File: src/rtl/serial_transmitter_4bits.sv
// Parallel-to-serial framer: start bit (0), WIDTH data bits, stop bit (1).
// Every output is registered; reset_async aborts any frame in flight.
module serial_transmitter_4bits #(
    parameter int WIDTH     = 4,
    parameter bit LSB_FIRST = 1'b1
) (
    input  logic             clk,
    input  logic             reset_async,
    input  logic             inicio,
    input  logic [WIDTH-1:0] In,
    output logic             serial_out,
    output logic             ocupado,
    output logic             listo
);
    localparam int CW = $clog2(WIDTH + 1);

    typedef enum logic [1:0] {IDLE, START, DATA, STOP} state_t;

    state_t           state, state_n;
    logic [WIDTH-1:0] shreg, shreg_n;
    logic [CW-1:0]    cnt, cnt_n;
    logic             serial_n, ocupado_n, listo_n;
    logic             cur_bit;
    logic [WIDTH-1:0] shifted;

    // The bit on the line always comes from the same end of the shift register.
    assign cur_bit = LSB_FIRST ? shreg[0] : shreg[WIDTH-1];
    assign shifted = LSB_FIRST ? (shreg >> 1) : (shreg << 1);

    always_ff @(posedge clk or posedge reset_async) begin
        if (reset_async) begin
            state      <= IDLE;
            shreg      <= '0;
            cnt        <= '0;
            serial_out <= 1'b1;
            ocupado    <= 1'b0;
            listo      <= 1'b0;
        end else begin
            state      <= state_n;
            shreg      <= shreg_n;
            cnt        <= cnt_n;
            serial_out <= serial_n;
            ocupado    <= ocupado_n;
            listo      <= listo_n;
        end
    end

    always_comb begin
        state_n   = state;
        shreg_n   = shreg;
        cnt_n     = cnt;
        serial_n  = 1'b1;
        ocupado_n = 1'b0;
        listo_n   = 1'b0;
        case (state)
            IDLE: begin
                if (inicio) begin
                    shreg_n   = In;
                    cnt_n     = '0;
                    serial_n  = 1'b0;
                    ocupado_n = 1'b1;
                    state_n   = START;
                end
            end
            START: begin
                // Leaving the start bit: first data bit goes out on this edge.
                serial_n  = cur_bit;
                shreg_n   = shifted;
                cnt_n     = CW'(1);
                ocupado_n = 1'b1;
                state_n   = DATA;
            end
            DATA: begin
                ocupado_n = 1'b1;
                if (cnt == CW'(WIDTH)) begin
                    serial_n = 1'b1;
                    state_n  = STOP;
                end else begin
                    serial_n = cur_bit;
                    shreg_n  = shifted;
                    cnt_n    = cnt + CW'(1);
                end
            end
            STOP: begin
                listo_n = 1'b1;
                state_n = IDLE;
            end
            default: state_n = IDLE;
        endcase
    end
endmodule

File: config.mk
export PLATFORM = sky130hd
export DESIGN_NAME = serial_transmitter_4bits
export DESIGN_NICKNAME = d
export VERILOG_FILES = /design/src/rtl/serial_transmitter_4bits.sv
export SDC_FILE = /design/constraint.sdc
export NUM_CORES = 1
export LEC_CHECK = 0
export CAP_MARGIN = 20
export CORE_ASPECT_RATIO = 0.8
export CORE_UTILIZATION = 25
export DETAILED_ROUTE_END_ITERATION = 12
export HOLD_SLACK_MARGIN = 0.1
export PLACE_DENSITY = 0.48
export REMOVE_ABC_BUFFERS = 1
export SLEW_MARGIN = 20
export SYNTH_ARGS = -nofsm -noshare
export SYNTH_HDL_FRONTEND = slang
export SYNTH_SLANG_ARGS = --single-unit
export TNS_END_PERCENT = 10
File: constraint.sdc
create_clock -name clk -period 2.07 [get_ports clk]
set_clock_uncertainty 0.15 [all_clocks]
set_input_delay 0.414 -clock clk [delete_from_list [all_inputs] [get_ports clk]]
set_output_delay 0.414 -clock clk [all_outputs]
set_load 0.02 [all_outputs]
==> results.sh, run 1 <==
export IMPL_status="completed"
export IMPL_vdd_ir_drop_max_mv=0.460
export IMPL_max_slew_worst_pin_slew_ns=0.446
export IMPL_placed_cell_area_um2=806
export IMPL_synth_seq_area_share_pct=45.7
export IMPL_cts_made_buffers=3
export IMPL_routed_wire_length_per_instance_um=11.2
export IMPL_cp_cell_sequence="clkdlybuf4s50_1"
export IMPL_total_of_cells_resized_after_clock_tree_synthesis=0
export IMPL_grt_total_usage_pct=8.90
export IMPL_final_net_count=83
export IMPL_relSlewSlack_pct=70.2
export IMPL_timing_hold_violations_final=0
export IMPL_finalWorstPathRequiredPeriod_ns=1.94
export IMPL_synth_area_leader_cell="dfrtp_1"
export IMPL_cts_setup_buffers=0
export IMPL_critical_path_class="flop to output pin"
export IMPL_cts_path_max_buffers=2
export IMPL_core_area_um2=2480
export IMPL_data_arrival_critical_path_ns=1.38
export IMPL_syn_instance_count=54
export IMPL_reg2reg_from="state[1]$_DFFE_PP0P_"
export IMPL_detail_route_iter0_violations=7
export IMPL_timing_setup_tns_ns=0
export IMPL_design_die_area_um2=2850
export IMPL_grt_busiest_layer="met1"
export IMPL_antenna_found_initial=0
export IMPL_drive_above_1_share_pct=26.5
export IMPL_met3_use_gr_pct=5.14
export IMPL_pre_cts_slack_ns=-0.00731
export IMPL_layout_worst_path_cycle_share_pct=93.8
export IMPL_power_leakage_nw=0.376
export IMPL_cap_viol_max_count=0
export IMPL_crit_path_end_kind="output pin"
export IMPL_synth_top_flop_cell="dfrtp_1"
export IMPL_timing_final_ws_setup_ns=0.128
export IMPL_drc=0
export IMPL_insertion_delay_ns=0.28
export IMPL_area_grow_syn2layout_pct=27.7
export IMPL_timing_hold_worst_class="primary input to asynchronous set/reset pin"
export IMPL_critPathMaxStageDelay_ns=0.59
export IMPL_yosys_cell_count_top_type="dfrtp_1"
export IMPL_timing_fmax_mhz=515
export IMPL_std_cell_rows=16
export IMPL_rsz0062_at_grt="false"
export IMPL_crit_required_ns=1.51
export IMPL_timing_critical_path_slowest_stage_cell="clkdlybuf4s50_1"
export IMPL_pin_count_of_the_biggest_net_entering_global_routing=13
export IMPL_die_width_um=59.4
export IMPL_vias=414
export IMPL_hpwl_um=885
export IMPL_floorplan_initialDensity_pct=26.6
export IMPL_cellPowerDensity_nw_per_um2=1560
export IMPL_grt_first_pass_wirelength_mm=1.73
export IMPL_setup_viol=0
export IMPL_synth_seq_cells=12
export IMPL_cts_tree="built"
export IMPL_drv_slew=0
export IMPL_grt_pass1_vias=355
export IMPL_grt_overflow=0
export IMPL_vias_per_inst=3.98
export IMPL_drtAntennaViolNets=0
export IMPL_post_synth_main_area_contributors="dfrtp_1 (42%), mux2_2 (14%), ha_1 (13%), a311oi_4 (4.0%), dfstp_2 (4.0%)"
export IMPL_insertedDiodeCount=0
export IMPL_ys_async_sr_fraction_pct=100
export IMPL_post_synth_top_area_fraction_pct=41.7
export IMPL_post_synth_edffs=0
export IMPL_clk_transition_reported_paths_ns=0.08
export IMPL_synth_top_cells_by_count="dfrtp_1 (11), mux2_2 (8), ha_1 (7)"
export IMPL_path_max_fanout=1
export IMPL_syn_area_per_cell_um2=12.2
export IMPL_synthesis_area_um2=659
export IMPL_final_design_area_no_fill_um2=842
export IMPL_fillCellCount=268
export IMPL_worst_path_dominant_cell_family="buffers and inverters"
export IMPL_drtPass1Iterations=2
export IMPL_drt_total_wl_mm=1.16
export IMPL_rrSetupSlack_ns=0.15
export IMPL_cp_num_buf_inv=1
export IMPL_ff2ff_path_depth=4
export IMPL_timing_critical_path_from_type="flop"
export IMPL_gp_routability_congestion=0.661
export IMPL_die_height_um=47.9
export IMPL_cts_htree_levels=1
export IMPL_synth_cell_type_count=19
export IMPL_io_port_bufs=9
export IMPL_worst_r2r_endpoint="shreg[0]$_DFFE_PP0P_"
export IMPL_globalRouteMet2Util_pct=10.3
export IMPL_clock_sink_count=12
export IMPL_routing_usage_on_met1_pct=13.5
export IMPL_ys_warn_count=0
export IMPL_cts_hold_repair_buffers=0
export IMPL_number_of_top_level_pins=10
export IMPL_root_buffer="clkbuf_4"
## through the flow
step | power [mW] | cells | hold WS [ns] | utilization, %
after global placement | 1.13 | 100 | 0.337 | 32.5
after detailed placement | 1.13 | 100 | 0.346 | 32.5
after floorplan | 0.912 | 52 | 0.128 | -
after CTS | 1.33 | 104 | 0.307 | 33.9
final | 1.31 | 104 | 0.288 | 33.9
after global routing | 1.41 | 104 | 0.336 | 33.9
## where the power goes
group	internal [mW]	switching, mW
Clock	0.107	0.0834
Sequential	0.348	0.0533
Combinational	0.374	0.345
Total	0.829	0.481
## worst max path at each step
stage / start / endpoint / slack (ns) / depth (start not counted)
final: serial_out$_DFF_PP1_ / serial_out / 0.13 / 1
after global routing: serial_out$_DFF_PP1_ / serial_out / 0.08 / 1
after CTS: serial_out$_DFF_PP1_ / serial_out / 0.12 / 1
after detailed placement: inicio / shreg[0]$_DFFE_PP0P_ / -0.007 / 4
after global placement: inicio / cnt[0]$_DFFE_PP0P_ / 0.005 / 5
after floorplan: state[0]$_DFFE_PP0P_ / shreg[0]$_DFFE_PP0P_ / 0.22 / 4
## logic make-up (layout without fill, tap and decap cells)
family                     Yosys count  in the layout  synth area share [%]
DFF                                 12             12                  45.7
muxes                               10             10                  16.7
and+or+nand+nor                      9              9                  8.54
AOI/OAI and AO/OA                    8              8                  10.6
buffers and inverters                8             22                  5.12
adders and majority gates            7              7                  13.3
## area by class of cell
type | count | area [um^2] | share of cell area (%)
clock buffers | 4 | 36.3 | 4.31
inverters | 6 | 22.5 | 2.67
multi-input cells | 34 | 324 | 38.5
flip-flops and latches | 12 | 302 | 35.8
well taps | 36 | 45.0 | 5.35
repair buffers | 12 | 113 | 13.4
## flip-flops by register name, indices dropped and copies added, names as in the netlist
| register | flops |
|---|---|
| ocupado | 1 |
| listo | 1 |
| serial_out | 1 |
| shreg | 4 |
| state | 2 |
| cnt | 3 |
## metal layers
| metal | share of wire (%) | wire (um) |
|---|---|---|
| met1 | 57 | 666 |
| met2 | 36 | 419 |
| met3 | 6.5 | 76 |
| met4 | 0 | 0 |
| met5 | 0 | 0 |
## layout by cell type (no fill, tap or decap)
cell             instances
dfrtp_1                 11
clkdlybuf4s50_1          9
mux2_2                   8
ha_1                     7
inv_1                    6
o21ai_0                  3
clkbuf_4                 3
buf_4                    3
nand2_1                  2
a21oi_1                  2
nand4b_1                 2
nor2b_1                  2
mux2i_1                  2
and2b_4                  1
o32a_1                   1
a311oi_4                 1
o31a_1                   1
nor2_1                   1
nand3_1                  1
clkbuf_8                 1
dfstp_2                  1
Power figures use the tool's default switching activity.
==> run 2, diff against run 1 <==
--- a/config.mk
+++ b/config.mk
@@ -7,7 +7,9 @@
 export LEC_CHECK = 0
 export CAP_MARGIN = 20
 export CORE_ASPECT_RATIO = 0.8
+export CORE_MARGIN = 2
 export CORE_UTILIZATION = 25
+export CTS_CLUSTER_SIZE = 24
 export DETAILED_ROUTE_END_ITERATION = 12
 export HOLD_SLACK_MARGIN = 0.1
 export PLACE_DENSITY = 0.48
==> results.sh, run 2 (synthesis gave the netlist of run 1 again) <==
export IMPL_status="completed"
export IMPL_floorplan_initialDensity_pct=26.6
export IMPL_timing_critical_path_from_type="flop"
export IMPL_path_max_fanout=1
export IMPL_timing_hold_worst_class="primary input to asynchronous set/reset pin"
export IMPL_cts_path_max_buffers=2
export IMPL_critPathMaxStageDelay_ns=0.59
export IMPL_largest_register_ff_count=4
export IMPL_vdd_ir_drop_max_mv=0.483
export IMPL_worst_r2r_endpoint="shreg[1]$_DFFE_PP0P_"
export IMPL_crit_path_end_kind="output pin"
export IMPL_cellPowerDensity_nw_per_um2=1560
export IMPL_pre_cts_slack_ns=-0.00151
export IMPL_insertedDiodeCount=0
export IMPL_fin_util_pct=34.5
export IMPL_die_height_um=49.9
export IMPL_crit_required_ns=1.51
export IMPL_placed_cell_area_um2=821
export IMPL_timing_critical_path_slowest_stage_cell="clkdlybuf4s50_1"
export IMPL_detail_route_iter0_violations=11
export IMPL_gp_routability_congestion=0.742
export IMPL_drtPass1Iterations=4
export IMPL_total_of_cells_resized_after_clock_tree_synthesis=0
export IMPL_grt_overflow=0
export IMPL_power_leakage_nw=0.385
export IMPL_cp_cell_sequence="clkdlybuf4s50_1"
export IMPL_finalWorstPathRequiredPeriod_ns=1.94
export IMPL_data_arrival_critical_path_ns=1.38
export IMPL_pin_count_of_the_biggest_net_entering_global_routing=13
export IMPL_final_net_count=85
export IMPL_drtAntennaViolNets=0
export IMPL_cp_num_buf_inv=1
export IMPL_reg2reg_from="state[0]$_DFFE_PP0P_"
export IMPL_cts_setup_buffers=0
export IMPL_timing_setup_tns_ns=0
export IMPL_grt_first_pass_wirelength_mm=2.08
export IMPL_clock_sink_count=12
export IMPL_final_design_area_no_fill_um2=857
export IMPL_hpwl_um=879
export IMPL_routed_wire_length_per_instance_um=10.7
export IMPL_layout_common_cells="dfrtp_1 (11), clkdlybuf4s50_1 (9), mux2_2 (8)"
export IMPL_cts_made_buffers=3
export IMPL_largest_register="shreg"
export IMPL_fillCellCount=265
export IMPL_timing_fmax_mhz=514
export IMPL_cts_htree_levels=1
export IMPL_antenna_found_initial=0
export IMPL_sequential_cell_area_um2=302
export IMPL_number_of_top_level_pins=10
export IMPL_grt_total_usage_pct=9.58
export IMPL_finalPower_mw=1.34
export IMPL_die_width_um=61.4
export IMPL_timing_final_ws_setup_ns=0.125
export IMPL_numPlacedInstances=102
export IMPL_drive_above_1_share_pct=28.6
export IMPL_drv_slew=0
export IMPL_io_port_bufs=9
export IMPL_cts_hold_repair_buffers=0
export IMPL_setup_viol=0
export IMPL_multiInputGateArea_um2=324
export IMPL_layout_top_registers="shreg x4, cnt x3, state x2"
export IMPL_mostFrequentLayoutCell="dfrtp_1"
export IMPL_critical_path_class="flop to output pin"
export IMPL_vias_per_inst=4.08
export IMPL_worst_path_dominant_cell_family="buffers and inverters"
export IMPL_timing_hold_violations_final=0
export IMPL_core_area_um2=2480
export IMPL_grt_pass1_vias=466
export IMPL_root_buffer="clkbuf_4"
export IMPL_clk_transition_reported_paths_ns=0.07
export IMPL_drc=0
export IMPL_insertion_delay_ns=0.27
export IMPL_std_cell_rows=16
export IMPL_max_slew_worst_pin_slew_ns=0.455
export IMPL_vias=433
export IMPL_area_grow_syn2layout_pct=30.0
export IMPL_drt_total_wl_mm=1.14
export IMPL_ff2ff_path_depth=6
export IMPL_cap_viol_max_count=0
export IMPL_finish_cell_count_without_fillers=106
export IMPL_relSlewSlack_pct=69.7
export IMPL_layout_worst_path_cycle_share_pct=93.9
export IMPL_rrSetupSlack_ns=0.22
export IMPL_rsz0062_at_grt="false"
export IMPL_cts_tree="built"
export IMPL_hold_ws_ns=0.297
export IMPL_design_die_area_um2=3070
run 2: cell types whose count changed in the layout (fill, tap and decap cells not counted), sizes merged:
cell / before / now
buf: 3 / 5
run 2: worst max path at each step:
| stage | startpoint | to | slack (ns) | depth (start not counted) |
|---|---|---|---|---|
| 2_1_floorplan | state[0]$_DFFE_PP0P_ | shreg[0]$_DFFE_PP0P_ | 0.22 | 4 |
| 3_3_place_gp | inicio | shreg[3]$_DFFE_PP0P_ | 0.01 | 5 |
| 3_5_place_dp | inicio | shreg[1]$_DFFE_PP0P_ | -0.002 | 5 |
| 4_1_cts | serial_out$_DFF_PP1_ | serial_out | 0.11 | 1 |
| 5_1_grt | serial_out$_DFF_PP1_ | serial_out | 0.08 | 1 |
| 6_report | serial_out$_DFF_PP1_ | serial_out | 0.13 | 1 |
run 2: area by class of cell:
cell class                      count  area share (%)
Tap cell                           36            5.26
Sequential cell                    12            35.2
Multi-Input combinational cell     34            37.8
Timing Repair Buffer               14            14.9
Clock buffer                        4            4.23
Inverter                            6            2.63
run 2: report_power, final:
group | internal (mW) | switching (mW) | total, mW
Clock | 0.107 | 0.0760 | 0.183
Combinational | 0.411 | 0.341 | 0.752
Sequential | 0.348 | 0.0524 | 0.401
Total | 0.866 | 0.470 | 1.34
run 2: worst register-to-register path, stage by stage, from the launching register on:
cell	delay [ns]
dfrtp_1	0.40
inv_1	0.10
ha_1	0.22
and2b_4	0.17
a311oi_4	0.18
buf_4	0.19
mux2_2	0.33
run 2: layer usage:
metal | GRT usage (%) | share of wire [%]
met1 | 12.7 | 48
met2 | 12.9 | 45
met5 | 0 | 0
met3 | 6.30 | 6.5
met4 | 2.13 | 0.88
==> run 3, diff against run 2 <==
--- a/config.mk
+++ b/config.mk
@@ -11,11 +11,11 @@
 export CORE_UTILIZATION = 25
 export CTS_CLUSTER_SIZE = 24
 export DETAILED_ROUTE_END_ITERATION = 12
+export DONT_BUFFER_PORTS = 1
 export HOLD_SLACK_MARGIN = 0.1
-export PLACE_DENSITY = 0.48
+export PLACE_DENSITY = 0.43
 export REMOVE_ABC_BUFFERS = 1
 export SLEW_MARGIN = 20
 export SYNTH_ARGS = -nofsm -noshare
 export SYNTH_HDL_FRONTEND = slang
 export SYNTH_SLANG_ARGS = --single-unit
-export TNS_END_PERCENT = 10
==> results.sh, run 3 (synthesis gave the netlist of run 1 again) <==
export IMPL_insertedDiodeCount=0
export IMPL_crit_required_ns=2.07
export IMPL_routing_usage_on_met1_pct=13.9
export IMPL_cts_htree_levels=1
export IMPL_globalRouteMet2Util_pct=11.2
export IMPL_layout_common_cells="dfrtp_1 (11), mux2_2 (8), ha_1 (7)"
export IMPL_crit_path_end_kind="flop"
export IMPL_finish_cell_count_without_fillers=96
export IMPL_drtAntennaViolNets=0
export IMPL_timing_critical_path_slowest_stage_cell="dfrtp_1"
export IMPL_die_height_um=49.9
export IMPL_timing_final_ws_setup_ns=0.190
export IMPL_grt_overflow=0
export IMPL_cp_num_buf_inv=1
export IMPL_routed_wire_length_per_instance_um=12.2
export IMPL_cts_made_buffers=3
export IMPL_number_of_top_level_pins=10
export IMPL_gp_routability_congestion=0.756
export IMPL_status="completed"
export IMPL_final_design_area_no_fill_um2=752
export IMPL_internal_power_mw=0.758
export IMPL_timing_setup_tns_ns=0
export IMPL_largest_register="shreg"
export IMPL_drive_above_1_share_pct=28.3
export IMPL_path_max_fanout=5
export IMPL_worstSetupPathDepth=5
export IMPL_pre_cts_slack_ns=0.203
export IMPL_p_clk_share_pct=11.9
export IMPL_power_leakage_nw=0.339
export IMPL_critical_path_class="flop to flop"
export IMPL_area_grow_syn2layout_pct=14.0
export IMPL_drt_total_wl_mm=1.17
export IMPL_layout_top_registers="shreg x4, cnt x3, state x2"
export IMPL_worst_r2r_endpoint="shreg[2]$_DFFE_PP0P_"
export IMPL_fin_util_pct=30.3
export IMPL_largest_register_ff_count=4
export IMPL_cts_path_max_buffers=2
export IMPL_power_share_of_the_combinational_group_pct=51.9
export IMPL_vdd_ir_drop_max_mv=0.425
export IMPL_hpwl_um=866
export IMPL_detail_route_iter0_violations=6
export IMPL_layout_worst_path_cycle_share_pct=90.8
export IMPL_data_arrival_critical_path_ns=1.88
export IMPL_vias=405
export IMPL_drv_slew=0
export IMPL_vias_per_inst=4.22
export IMPL_cp_cell_sequence="inv_1, ha_1, and2b_4, a311oi_4, mux2_2"
export IMPL_die_width_um=61.4
export IMPL_antenna_found_initial=0
export IMPL_timing_hold_violations_final=0
export IMPL_std_cell_rows=16
export IMPL_timing_hold_worst_class="primary input to flop"
export IMPL_max_slew_worst_pin_slew_ns=0.459
export IMPL_grt_first_pass_wirelength_mm=1.97
export IMPL_numPlacedInstances=91
export IMPL_reg2reg_from="state[0]$_DFFE_PP0P_"
export IMPL_insertion_delay_ns=0.27
export IMPL_hold_ws_ns=0.165
export IMPL_startpoint="state[0]$_DFFE_PP0P_"
export IMPL_critPathCapture="shreg[2]$_DFFE_PP0P_"
export IMPL_clock_sink_count=12
export IMPL_setup_viol=0
export IMPL_pin_count_of_the_biggest_net_entering_global_routing=13
export IMPL_swShare_pct=38.3
export IMPL_grt_pass1_vias=388
export IMPL_timing_fmax_mhz=532
export IMPL_grt_total_usage_pct=9.45
export IMPL_finalPower_mw=1.23
export IMPL_relSlewSlack_pct=69.4
export IMPL_root_buffer="clkbuf_4"
export IMPL_drtPass1Iterations=4
export IMPL_fillCellCount=266
export IMPL_grt_busiest_layer="met1"
export IMPL_rsz0062_at_grt="false"
export IMPL_design_die_area_um2=3070
export IMPL_cts_tree="built"
export IMPL_cellPowerDensity_nw_per_um2=1640
export IMPL_timing_critical_path_from_type="flop"
export IMPL_met3_use_gr_pct=5.51
export IMPL_placed_cell_area_um2=716
export IMPL_mostFrequentLayoutCell="dfrtp_1"
export IMPL_rrSetupSlack_ns=0.19
export IMPL_ff2ff_path_depth=5
export IMPL_cap_viol_max_count=0
export IMPL_clk_transition_reported_paths_ns=0.07
export IMPL_share_seq_of_total_power_pct=36.2
export IMPL_io_port_bufs=0
export IMPL_floorplan_initialDensity_pct=26.6
export IMPL_drc=0
export IMPL_final_net_count=75
export IMPL_finalWorstPathRequiredPeriod_ns=1.88
export IMPL_worst_path_dominant_cell_family="flip-flops"
export IMPL_switching_power_mw=0.471
export IMPL_core_area_um2=2480
export IMPL_critPathMaxStageDelay_ns=0.40
[run 3: cell count changes in the layout (fill, tap and decap cells not counted), sizes merged]
cell	delta
clkdlybuf4s50	-9
buf	-2
dlygate4sd3	+1
[run 3: worst min path at each step]
stage,slack (ns),cells after the start,from,to
2_1_floorplan,0.13,1,reset_async,cnt[0]$_DFFE_PP0P_
3_3_place_gp,0.20,1,reset_async,cnt[2]$_DFFE_PP0P_
3_5_place_dp,0.20,1,reset_async,listo$_DFF_PP0_
4_1_cts,0.16,2,inicio,ocupado$_DFF_PP0_
5_1_grt,0.15,2,inicio,ocupado$_DFF_PP0_
6_report,0.16,2,inicio,ocupado$_DFF_PP0_
[run 3: repair_timing]
action | 4_1_cts | 5_1_grt
hold buffers | 1 | 0
setup buffers | 0 | 0
gates resized for setup | 0 | 0
endpoints found under the hold margin | 11 | 0
[run 3: layout make-up]
type                            instances  area (um^2)  area share [%]
Multi-Input combinational cell         34          324            43.1
Sequential cell                        12          302            40.1
Inverter                                6         22.5            3.00
Tap cell                               36         45.0            5.99
Timing Repair Buffer                    4         32.5            4.33
Clock buffer                            4         26.3            3.49
[run 3: power by group through the flow]
stage	Combinational (mW)	Clock, mW	Sequential, mW
after floorplan	0.478	0	0.434
after global placement	0.646	0	0.453
after detailed placement	0.638	0	0.452
after CTS	0.646	0.154	0.447
after global routing	0.711	0.172	0.465
final	0.638	0.147	0.445
[run 3: routing by layer]
layer | vias to the layer above | routed length [um]
met5 | - | 0
met1 | 189 | 585
met3 | 2 | 70
met4 | 0 | 21
met2 | 16 | 492
li1 | 198 | -
